### src/rtl/piece_bag_gen.sv
// piece_bag_gen: bag-rule Tetris piece dealer with LFSR-seeded draws and a preview queue
module piece_bag_gen #(
  parameter int NUM_PIECES = 7,
  parameter int PIECE_W = 4,
  parameter int PREVIEW_DEPTH = 3,
  parameter int LFSR_W = 16,
  parameter logic [LFSR_W-1:0] LFSR_TAPS = 16'hB400,
  parameter logic [LFSR_W-1:0] SEED = 16'hACE1
) (
  input  logic                               clk,
  input  logic                               rst,
  input  logic                               take,
  input  logic                               seed_load,
  input  logic [LFSR_W-1:0]                  seed_val,
  output logic [PIECE_W-1:0]                 piece,
  output logic                               piece_valid,
  output logic [PREVIEW_DEPTH*PIECE_W-1:0]   preview,
  output logic [3:0]                         count,
  output logic [NUM_PIECES-1:0]              bag_left,
  output logic                               underflow
);
  localparam logic [3:0] DEPTH = 4'(PREVIEW_DEPTH);
  localparam logic [PIECE_W-1:0] NP = PIECE_W'(NUM_PIECES);
  localparam logic [7:0] NP8 = 8'(NUM_PIECES);
  typedef enum logic [1:0] {IDLE, SEED_ST, SCAN} state_t;
  state_t state, state_n;
  logic [LFSR_W-1:0] lfsr, lfsr_n;
  logic [PIECE_W-1:0] cand, cand_n;
  logic [NUM_PIECES-1:0] cand_oh, bag_clr, bag_n;
  logic [PREVIEW_DEPTH*PIECE_W-1:0] q_n;
  logic [3:0] count_n, idx;
  logic hit, pop;
  always_comb begin
    cand_oh = NUM_PIECES'(1) << (cand - 1'b1);
    hit = state == SCAN && (bag_left & cand_oh) != '0;
    pop = take && count != '0;
    bag_clr = bag_left & ~cand_oh;
    bag_n = hit ? (bag_clr == '0 ? '1 : bag_clr) : bag_left;
    count_n = count + 4'(hit) - 4'(pop);
    idx = count - 4'(pop);
    q_n = pop ? preview >> PIECE_W : preview;
    if (hit) q_n[idx*PIECE_W +: PIECE_W] = cand;
    cand_n = state == SEED_ST ? PIECE_W'(lfsr[7:0] % NP8) + 1'b1 :
             (state == SCAN && !hit) ? (cand == NP ? PIECE_W'(1) : cand + 1'b1) : cand;
    state_n = state == IDLE ? (count < DEPTH ? SEED_ST : IDLE) :
              state == SEED_ST ? SCAN :
              hit ? (count_n < DEPTH ? SEED_ST : IDLE) : SCAN;
    lfsr_n = seed_load ? (seed_val == '0 ? LFSR_W'(1) : seed_val) :
             (lfsr >> 1) ^ (lfsr[0] ? LFSR_TAPS : '0);
  end
  always_ff @(posedge clk) begin
    if (rst) begin
      lfsr <= SEED == '0 ? LFSR_W'(1) : SEED;
      state <= SEED_ST;
      cand <= PIECE_W'(1);
      bag_left <= '1;
      preview <= '0;
      count <= '0;
      underflow <= 1'b0;
    end else begin
      lfsr <= lfsr_n;
      state <= state_n;
      cand <= cand_n;
      bag_left <= bag_n;
      preview <= q_n;
      count <= count_n;
      underflow <= underflow | (take && count == '0);
    end
  end
  assign piece = preview[PIECE_W-1:0];
  assign piece_valid = count != '0;
endmodule
### config.mk
export PLATFORM = sky130hd
export DESIGN_NAME = piece_bag_gen
export DESIGN_NICKNAME = d
export VERILOG_FILES = /design/src/rtl/piece_bag_gen.sv
export SDC_FILE = /design/constraint.sdc
export NUM_CORES = 1
export LEC_CHECK = 0
export CORE_MARGIN = 8
export CORE_UTILIZATION = 50
export CTS_CLUSTER_SIZE = 14
export DETAILED_ROUTE_END_ITERATION = 6
export GPL_TIMING_DRIVEN = 0
export PLACE_DENSITY = 0.86
export SETUP_SLACK_MARGIN = 0.02
export SLEW_MARGIN = 25
export SYNTH_ARGS = -nofsm -noshare
export SYNTH_HDL_FRONTEND = slang
export SYNTH_SLANG_ARGS = --single-unit
### constraint.sdc
create_clock -name clk -period 9.5 [get_ports clk]
set_input_delay 1.9 -clock clk [delete_from_list [all_inputs] [get_ports clk]]
set_output_delay 1.9 -clock clk [all_outputs]
set_load 0.02 [all_outputs]
==> run summary, run 1 <==
Status: complete, no violations
Worst Setup End Kind: flip-flop
Die footprint: 9020 um^2
Synth Area in XOR/XNOR: 0.0450
N_diodes: 0
Final hold slack: 465 ps
Post-CTS sizing: 0
Via count: 3,051
Clock Path Buffers: 2
Synth Flop Type: dfxtp_1
Setup violators final: 0
Multi-input logic area: 2000 um^2
Vias in the first global route: 2,963
Synth Area in Compound Gates: 0.213
Sequential area share after synthesis: 0.295
Final Util: 0.638
Mean area per synthesized cell: 8.10 um^2
Core box area: 5990 um^2
Max VDD drop: 0.226 mV
Peak Freq: 172 MHz
CTS root buffer: clkbuf_8
DP Cell Count: 507
Largest net degree at the start of global routing: 15
Synthesis-stage register bit count: 46
Die W: 95.0 um
GRT Total Usage: 0.182
Number of synthesized flops with an enable pin: 0
Grt total ovfl: 0
IO Count: 49
GR Util met3: 0.0444
Drt first pass iters: 5
Post-CTS Setup Inserts: 0
TritonCTS clock tree: yes
Synth top area share: 0.295
Max FO, Critical Path: 9
Min Tclk post-route: 5820 ps
Fillers: 500
Vert. Die Dim: 95.0 um
Fin crit share: 0.613
Hold Startpoint: lfsr[10]
Synth Instances: 385
Pwr/cell area: 241 nW/um^2
DR DRC count: 0
Warnings from Yosys: 0
Critical Path AT: 6040 ps
Vias per cell: 5.92
Iter 0 DRT Violations: 196
Post-synth design cell area: 3120 um^2
Worst R2R Start: count[2]
Max Cap Viol: 0
Synth async-reset ratio: 0
Leakage: 1.48 nW
DRT antenna net count: 0
Row count: 28
Worst Clk Skew: 6.49 ps
DP Area: 3680 um^2
Post-route insts no fill: 515
Synth cell types: 64
Fin. Hold Viols: 0
Routed WL per cell: 15.5 um
Fin. max-slew vios: 0
Dpl hpwl: 5890 um
Met2 GRT Util: 0.317
Layout cells sized above 1: 0.0636
Post-Synth Simple-Gate Area: 0.242
Worst min path class: flip-flop to flip-flop
Final instance area: 3820 um^2
Actual slew at the worst max-slew pin: 836 ps
Crit path launch type: primary input
Initial antenna violation count: 0
GRT met1 Usage: 0.216
Total power: 0.921 mW
Post-synthesis mux area share: 0.0558
Adder-cell share of the synthesized area: 0.0867
Grt peak-use layer: met2
PnR worst setup slack: 3680 ps
Total negative setup slack: 0 ps
Sink Count: 46
H-tree lvl count: 2
Final WL: 7960 um
FF/Latch Area: 921 um^2
First-pass GRT wire length: 13,600 um
Rel. slew slack: 0.439
RSZ-0062 raised after global routing: no
Nets: 480
Gpl congestion: 0.875
Clk Latency, worst-skew pair: 310 ps
Worst path required time: 9720 ps
CTS buffer count: 5
Top post-synthesis cells by area: dfxtp_1 30%, ha_1 8.0%, nand2_1 4.8%, mux2i_1 4.5%, a21oi_1 4.0%
Crit Path Category: primary input to flip-flop
Cts hold-fix bufs: 0
Place WS: 3470 ps
Synth-to-layout area growth: 22.7%
Reg clk slew, reported paths: 90 ps
Cell taking the most area after synthesis: dfxtp_1
Main combinational cell family by area after synthesis: simple AND/OR/NAND/NOR gates
IO Port Bufs: 47
CP startpoint: take
Initial core utilization: 0.520
Post-Syn Nets: 426
==> sequential cells by signal, indices dropped and copies added (netlist names) <==
name and count:
lfsr 16, preview 12, bag_left 7, cand 4, count 4, state 2
underflow 1
==> layout make-up <==
cell class,count,share of cell area
repair buffers,47,0.123
well taps,75,0.0245
inverters,20,0.0196
flip-flops and latches,46,0.241
clock inverters,2,0.0157
plain buffers,26,0.0314
multi-input cells,293,0.523
clock buffers,6,0.0216
==> Yosys cell counts, drive strengths merged (3+ instances only) <==
master	count
nor3	3
or3b	4
buf	9
or3	6
xnor2	7
mux2	3
a211oi	8
a21oi	26
nor2b	9
dfxtp	46
nor2	28
a21o	8
nand4	8
and2	8
xor2	9
nand2	40
inv	18
a21boi	3
o21ai	8
nand3	20
nor4	5
clkbuf	17
nand2b	3
ha	20
o32ai	4
mux2i	14
o21a	3
a41o	3
a311oi	6
==> critical path, cell delays in order <==
cell and delay, ps:
clkdlybuf4s50_1 430, nand2_1 140, clkinv_1 280, ha_1 410, clkbuf_1 290, nand2_1 100
or2_1 250, ha_1 320, or4_1 550, a21oi_1 160, nand2_1 110, nor3_1 730
a211oi_1 120, a211oi_1 260
==> logic make-up after synthesis <==
logic type	count (synthesis)
and+or+nand+nor	147
AOI/OAI and AO/OA	92
buffers and inverters	46
DFF	46
adders and majority gates	21
muxes	17
xor gates and xnor gates	16
==> cell usage in the layout, fill, tap and decap left out, types with 3 or more instances in the layout <==
cell / instances
or3b_1: 3
and2_1: 8
nand4_1: 8
a21oi_1: 25
ha_1: 20
mux2i_1: 14
nand2b_1: 3
or3_1: 6
nand3_1: 20
a21boi_0: 3
a21o_1: 8
xnor2_1: 7
o21ai_0: 6
mux2_2: 3
nor4_1: 5
a41o_1: 3
buf_2: 3
a311oi_1: 5
clkbuf_8: 6
nand2_1: 40
nor2b_1: 9
clkdlybuf4s50_1: 47
inv_1: 18
clkbuf_1: 17
a211oi_1: 8
nor3_1: 3
nor2_1: 28
buf_4: 5
o32ai_1: 4
dfxtp_1: 46
xor2_1: 9
==> power breakdown <==
| part | total, mW | internal (mW) | switching [mW] | leakage, nW |
|---|---|---|---|---|
| Sequential | 0.249 | 0.218 | 0.0310 | 0.378 |
| Combinational | 0.490 | 0.194 | 0.296 | 1.03 |
| Clock | 0.181 | 0.112 | 0.0692 | 0.0714 |
==> path summary, 6_finish.rpt <==
| path | cells past startpoint | endpoint | slack, ps |
|---|---|---|---|
| max reg2reg | 16 | preview[6] | 4950 |
| max | 14 | preview[6] | 3680 |
| min reg2reg | 2 | lfsr[9] | 470 |
| min | 2 | lfsr[9] | 470 |
==> layer usage <==
metal,vias to the layer above,wire length (um),share of wire
met5,-,0,0
met1,1438,3400,0.43
met4,0,82,0.010
met3,12,533,0.067
met2,95,3940,0.50
li1,1506,-,-
No activity file was read; power rests on OpenSTA's default activity.
==> run 2: changes to the inputs <==
Clock period 9.5 ns to 5.8 ns, I/O delays scaled along.
==> results of run 2 <==
The final DEF is identical to that of run 1. Status: complete, no violations.
Main changes from that run: setup slack after placement 3470 ps -> 511 ps; setup slack after layout 3680 ps -> 719 ps; register-to-register setup slack 4950 ps -> 1250 ps; total power 0.921 mW -> 1.51 mW; worst IR drop on VDD 0.226 mV -> 0.370 mV
